$ cat src/rtl/pc_sequencer.sv
// rtl/pc_sequencer.sv - fetch/data-access PC sequencer with hit timeout
module pc_sequencer #(
  parameter int unsigned WAIT_LIMIT = 1024
) (
  input  logic       CLK,
  input  logic       nRST,
  input  logic       ihit,
  input  logic       dhit,
  input  logic       dec_mem_rd,
  input  logic       dec_mem_wr,
  input  logic       dec_br_taken,
  input  logic       dec_jump,
  input  logic       dec_jr,
  input  logic       dec_halt,
  output logic       pc_en,
  output logic [1:0] pc_sel,
  output logic       imemREN,
  output logic       dmemREN,
  output logic       dmemWEN,
  output logic       halt,
  output logic       err,
  output logic [1:0] state
);

  localparam logic [1:0] IDLE    = 2'b00;
  localparam logic [1:0] IFETCH  = 2'b01;
  localparam logic [1:0] DACCESS = 2'b10;
  localparam logic [1:0] HALTED  = 2'b11;

  // A zero limit still needs a one-bit counter so the logic stays well formed.
  localparam int unsigned CNT_W = (WAIT_LIMIT == 0) ? 1 : $clog2(WAIT_LIMIT + 1);
  localparam bit TIMEOUT_EN = (WAIT_LIMIT != 0);
  localparam logic [CNT_W-1:0] CNT_LAST = CNT_W'((WAIT_LIMIT == 0) ? 0 : WAIT_LIMIT - 1);

  logic [1:0]       state_q, state_d;
  logic [CNT_W-1:0] wait_cnt_q, wait_cnt_d;
  logic             op_wr_q, op_wr_d;
  logic             err_q, err_d;
  logic             miss;
  logic             timeout;

  // A miss is a cycle spent waiting for the hit that the current state needs.
  always_comb begin
    miss    = ((state_q == IFETCH) && !ihit) || ((state_q == DACCESS) && !dhit);
    timeout = TIMEOUT_EN && miss && (wait_cnt_q == CNT_LAST);
  end

  // Next-state decode plus the combinational request/enable outputs.
  always_comb begin
    state_d  = state_q;
    op_wr_d  = op_wr_q;
    err_d    = err_q;
    pc_en    = 1'b0;
    pc_sel   = 2'b00;
    imemREN  = 1'b0;
    dmemREN  = 1'b0;
    dmemWEN  = 1'b0;
    case (state_q)
      IDLE: begin
        state_d = IFETCH;
      end
      IFETCH: begin
        imemREN = 1'b1;
        if (ihit) begin
          if (dec_halt) begin
            state_d = HALTED;
          end else if (dec_mem_rd && dec_mem_wr) begin
            err_d   = 1'b1;
            state_d = HALTED;
          end else if (dec_mem_rd || dec_mem_wr) begin
            op_wr_d = dec_mem_wr;
            state_d = DACCESS;
          end else begin
            pc_en = 1'b1;
            if (dec_jr)            pc_sel = 2'b11;
            else if (dec_jump)     pc_sel = 2'b10;
            else if (dec_br_taken) pc_sel = 2'b01;
            else                   pc_sel = 2'b00;
          end
        end else if (timeout) begin
          err_d   = 1'b1;
          state_d = HALTED;
        end
      end
      DACCESS: begin
        dmemREN = !op_wr_q;
        dmemWEN = op_wr_q;
        if (dhit) begin
          pc_en   = 1'b1;
          state_d = IFETCH;
        end else if (timeout) begin
          err_d   = 1'b1;
          state_d = HALTED;
        end
      end
      HALTED: begin
        state_d = HALTED;
      end
    endcase
  end

  // Wait counter counts consecutive misses; any hit or state change clears it.
  always_comb begin
    wait_cnt_d = wait_cnt_q;
    if (!miss || (state_d != state_q)) begin
      wait_cnt_d = '0;
    end else if (wait_cnt_q != '1) begin
      wait_cnt_d = wait_cnt_q + 1'b1;
    end
  end

  // State registers; reset is asynchronous so outputs drop the moment nRST falls.
  always_ff @(posedge CLK or negedge nRST) begin
    if (!nRST) begin
      state_q    <= IDLE;
      wait_cnt_q <= '0;
      op_wr_q    <= 1'b0;
      err_q      <= 1'b0;
    end else begin
      state_q    <= state_d;
      wait_cnt_q <= wait_cnt_d;
      op_wr_q    <= op_wr_d;
      err_q      <= err_d;
    end
  end

  assign halt  = (state_q == HALTED);
  assign err   = err_q;
  assign state = state_q;

endmodule

$ cat config.mk
export PLATFORM = sky130hd
export DESIGN_NAME = pc_sequencer
export DESIGN_NICKNAME = d
export VERILOG_FILES = /design/src/rtl/pc_sequencer.sv
export SDC_FILE = /design/constraint.sdc
export NUM_CORES = 1
export LEC_CHECK = 0
export ABC_CLOCK_PERIOD_IN_PS = 2300
export BUFFER_PORTS_ARGS = -buffer_cell sky130_fd_sc_hd__buf_2
export CAP_MARGIN = 20
export CELL_PAD_IN_SITES_DETAIL_PLACEMENT = 1
export CELL_PAD_IN_SITES_GLOBAL_PLACEMENT = 2
export CORE_ASPECT_RATIO = 1.2
export CORE_UTILIZATION = 33
export CTS_CLUSTER_SIZE = 30
export DETAILED_ROUTE_END_ITERATION = 16
export PLACE_DENSITY_LB_ADDON = 0.3
export SETUP_SLACK_MARGIN = 0.2
export SYNTH_ARGS = -nofsm -noshare
export SYNTH_HDL_FRONTEND = slang
export SYNTH_SLANG_ARGS = --single-unit
$ cat constraint.sdc
create_clock -name CLK -period 2.3 [get_ports CLK]
set_input_delay 0.23 -clock CLK [delete_from_list [all_inputs] [get_ports CLK]]
set_output_delay 0.23 -clock CLK [all_outputs]
set_load 0.005 [all_outputs]
======== Word level (Yosys, flattened, before mapping) ========
Cells that the tools add are included.
storage, ports and cells
  flip-flop bits (word level) ............. 15
  input bits .............................. 10
  output and inout bits ................... 10
operators by class
  add/subtract/negate cells ............... 1
  equality and inequality tests ........... 9
  muxes and demuxes ....................... 32
  bitwise gates (word level) .............. 2
  reduce and logical (&&, ||, !) cells .... 16
operator list
  operator                                                            count
  2-bit 2-to-1 mux                                                    13
  11-bit 2-to-1 mux                                                   2
  1-bit 2-to-1 mux                                                    14
  11-bit by 1-bit adder with 11-bit output (second input constant)    1
  11-bit by 10-bit == test with 1-bit output (second input constant)  1
  11-bit != test (second input constant)                              1
  2-bit case mux with 4 select lines                                  1
  5-bit AND reduction                                                 1
  2-bit == test (second input constant)                               2
  1-bit logical AND                                                   4
  1-bit logical NOT                                                   4
  1-bit case mux with 2 select lines                                  2
  4-bit AND reduction                                                 1
  2-bit nonzero test                                                  2
  1-bit logical OR                                                    3
  3-bit by 2-bit != test with 1-bit output (second input constant)    1
  3-bit != test (second input constant)                               1
  2-bit by 1-bit == test with 1-bit output (second input constant)    1
  2-bit logical NOT                                                   1
  2-bit != test                                                       1
  2-bit != test (second input constant)                               1
  1-bit inverter                                                      2

======== Longest topological paths before layout ========
  depth in word-level cells ............... 10
  gate-level depth with buffers ........... 7
  depth with buffers taken out ............ 6

======== Least setup slack after synthesis ========
No wires, ideal clock.
  kind .................................... reg2reg
  start ................................... register state_q[1], in the netlist state[1]
  end ..................................... register wait_cnt_q[0]
  setup time .............................. 0.122 ns
  data arrival time ....................... 1.675 ns
  slack ................................... 0.503 ns
  cell stages (with the launch flop) ...... 8
  clock period less this slack ............ 1.797 ns
  cell sequence ........................... dfrtp_1 -> inv_1 -> ha_1 -> nand2b_4 -> a2111oi_4 -> o22a_2 -> buf_6 -> nor3_1
on the way
  word-level cells in the longest chain between the ends .. 10
RTL lines
  what                                                                       RTL line  text
  from (decl)                                                                35        logic [1:0] state_q, state_d;
  from (signal assigned)                                                     120       state_q <= state_d;
  2-bit by 1-bit == test with 1-bit output or 2-bit == test (tied branches)  44, 58
  1-bit logical AND                                                          44        miss = ((state_q == IFETCH) && !ihit) || ((state_q == DACCESS) && !dhit);
  1-bit logical OR                                                           44
  1-bit logical AND                                                          45        timeout = TIMEOUT_EN && miss && (wait_cnt_q == CNT_LAST);
  2-bit 2-to-1 mux                                                           80, 91
  2-bit 2-to-1 mux, on equally long branches                                 88, 64
  2-bit case mux with 4 select lines                                         58        case (state_q)
  2-bit != test                                                              105       if (!miss || (state_d != state_q)) begin
  1-bit logical OR *                                                         105
  11-bit 2-to-1 mux or 2-bit nonzero test (tied branches)                    n/a
  to (signal assigned)                                                       121       wait_cnt_q <= wait_cnt_d;
  to (decl)                                                                  36        logic [CNT_W-1:0] wait_cnt_q, wait_cnt_d;
Every way passes the cells marked *; elsewhere a longest branch is shown, timed or not.
A chain may end at the register's enable or synchronous reset.

======== Worst setup path after layout ========
  start ................................... register state_q[0], in the netlist state[0]
  end ..................................... register wait_cnt_q[7]
Same word-level chain as after synthesis.

==> results.toml <==
[timing]
rsz0062_at_grt = "yes"
setup_violations = 0
period_share_pct = 85.9
fmax_mhz = 506
slew_viol_final = 0
hold_viol_final = 0
worst_pin_slew_ns = 0.428
hold_ws_ns = 0.251
slew_headroom_pct = 71.2
fin_crit_ns = 1.98
fin_skew_ns = 0.00335
setup_ws_ns = 0.325
finalSetupTns_ns = 0

[layout]
nFillCells = 378
multi_input_comb_area_sq_um = 751
finalNetCount = 168
antenna-diode-count = 0
final_common_cell = "buf_2"
regArea_sq_um = 378
drive_above_1_share_pct = 40.1
finalNonFillerCells = 188
final_cell_mix = "19 x buf_2, 14 x buf_4, 13 x dfrtp_1"
area_growth_pct = 32.2

[grt]
grt_pass1_vias = 1064
grt_overflow = 0
groute.usage.overall_pct = 19.5
antenna_found_initial = 0
grt_max_degree = 16
grt_pass1_wl_um = 4920

[die]
coreArea_sq_um = 3080
start_util_pct = 35.2
ios = 20
die_area_sq_um = 3520
fp.dieH_um = 64.8
die_w_um = 54.3
std_cell_rows = 22

[power_and_ir_drop]
vdd_ir_drop_max_uv = 469
p_total_w = 0.00125
p_per_area_nw_per_um2 = 874
p_leak_nw = 0.640

[logic_synthesis]
ys.flop_type = "dfrtp_1"
avgSynthCellArea_sq_um = 9.43
syn_inst = 115
synth.ff_latch_count = 15
synth-seq-area-share_pct = 34.6
async_reset_ff_share_pct = 100
ys_warn_count = 0
synth_cell_types = 41
synth_nets = 130
synth-edff-count = 0
synth_area_sq_um = 1080

[clock_tree]
cts_tree = "built"
htree_levels = 1
root_buffer = "clkbuf_4"
cts_made_buffers = 3
cts.path.max_buffers = 2
clock_latency_ns = 0.30
clock_sinks = 15
clk_pin_slew_ns = 0.10

[routing]
drt-met1-wl_um = 1240
avgViaCountPerCell = 5.61
drt-total-wl_um = 3060
drt_iter0_markers = 13
top_layer = "met4"
wl_met2_um = 1660
remaining_drc_errors = 0
firstDrtPassIters = 4
final_antenna_net_count = 0
dr_total_vias = 1054
wire_per_inst_um = 16.3
wl_met3_um = 95

[min_path]
hp-class = "in2reg"

[job]
cap_viol_max_count = 0

[critical_path]
worstPathCellList = "inv_1 -> ha_2 -> nand2b_4 -> buf_4 -> a2111oi_4 -> buf_4 -> o22a_2 -> nor3_1"
worstPathMaxFanout = 5
crit_top_cell = "buf_4"
crit_path_top_delay_cell = "dfrtp_2"
start_kind = "register"
worstSetupPathType = "reg2reg"
crit_path_end_kind = "register"
cp.arrival_ns = 2.17
worst_ep_required_time_ns = 2.49
critPathBufInv = 3
critPathMaxStageDelay_ns = 0.45
critPathTopFamily = "compound AO/OA/AOI/OAI gates"

[placed_design]
place_ws_ns = 0.00799
gp_congestion = 0.730
dpl.hpwl_um = 2190
numPortBuffers = 19
dp.cells = 177

[run_status]
status = "finished clean"
[worst reg2reg max path: stages, from the launching register on]
cell and delay (ns):
dfrtp_2 0.45, inv_1 0.12, ha_2 0.25, nand2b_4 0.08, buf_4 0.14, a2111oi_4 0.35
buf_4 0.17, o22a_2 0.22, nor3_1 0.08
[per-layer routing]
layer	vias to the layer above	global-route usage [%]
li1	507	-
met1	517	23.1
met2	24	34.3
met3	6	1.41
met4	0	8.97
met5	-	0
[repair_timing]
item | in CTS | in global routing
gates cloned | 1 | 0
endpoints found under the setup margin | 14 | 17
buffers inserted | 4 | 1
gates resized for setup | 4 | 12
hold endpoints to repair | 15 | 0
hold buffers | 1 | 0
pin swaps | 2 | 0
[final timing paths]
check                      startpoint  depth (start not counted)       endpoint  slack [ns]
setup / recovery             state[0]                          8  wait_cnt_q[7]        0.32
hold / removal             dec_mem_wr                          3        op_wr_q        0.25
setup reg to reg             state[0]                          8  wait_cnt_q[7]        0.32
hold reg to reg                   err                          2            err        0.50
max in group asynchronous        nRST                          2       state[1]        1.66
min in group asynchronous        nRST                          2  wait_cnt_q[7]        0.36
[cell families (layout without fill, tap and decap cells)]
| group | Yosys count | after routing | share of synthesized area (%) |
|---|---|---|---|
| xor+xnor | 5 | 5 | 4.04 |
| simple gates | 52 | 52 | 29.6 |
| buf+inv | 8 | 44 | 3.81 |
| flops | 15 | 15 | 34.6 |
| compound gates | 28 | 29 | 20.3 |
| fa+ha+maj | 5 | 5 | 5.77 |
| mux | 2 | 2 | 1.85 |
[cells in the mapped netlist (2+ instances only)]
master	instances	area share, %
nor4_1	2	1.2
nor2_1	9	3.1
a211oi_1	2	1.4
nand2b_1	4	2.3
and3_1	2	1.2
ha_1	5	5.8
xor2_1	5	4.0
a31oi_1	3	1.7
nor3_1	9	4.2
a21oi_1	6	2.8
inv_1	6	2.1
nand2_1	9	3.1
dfrtp_1	15	35
nand3_1	4	1.8
mux2i_1	2	1.8
o311ai_0	2	1.6
and2_1	2	1.2
o21ai_0	5	2.3
[flip-flops by register name, summed over array words and instances, names as in the netlist]
signal,cells
err,1
op_wr_q,1
state,2
wait_cnt_q,11
[area by class of cell]
| type | count | share of cell area, % |
|---|---|---|
| sequential | 15 | 26.4 |
| clock inverter | 1 | 0.349 |
| timing repair buffer | 34 | 14.7 |
| multi-input combinational | 93 | 52.4 |
| clock buffer | 3 | 1.57 |
| inverter | 6 | 1.57 |
| tap | 36 | 3.14 |
[power by group]
part           switching [W]  internal, W
Clock              0.0000986    0.0000649
Combinational       0.000414     0.000340
Sequential         0.0000385     0.000298
[metrics by stage]
stage / util [%] / area (sq um)
2_1_floorplan: - / 1080
3_3_place_gp: 41.3 / 1270
3_5_place_dp: 41.3 / 1270
4_1_cts: 44.5 / 1370
5_1_grt: 46.5 / 1430
6_report: 46.5 / 1430
Note: power is estimated with default switching activity, not from simulation.
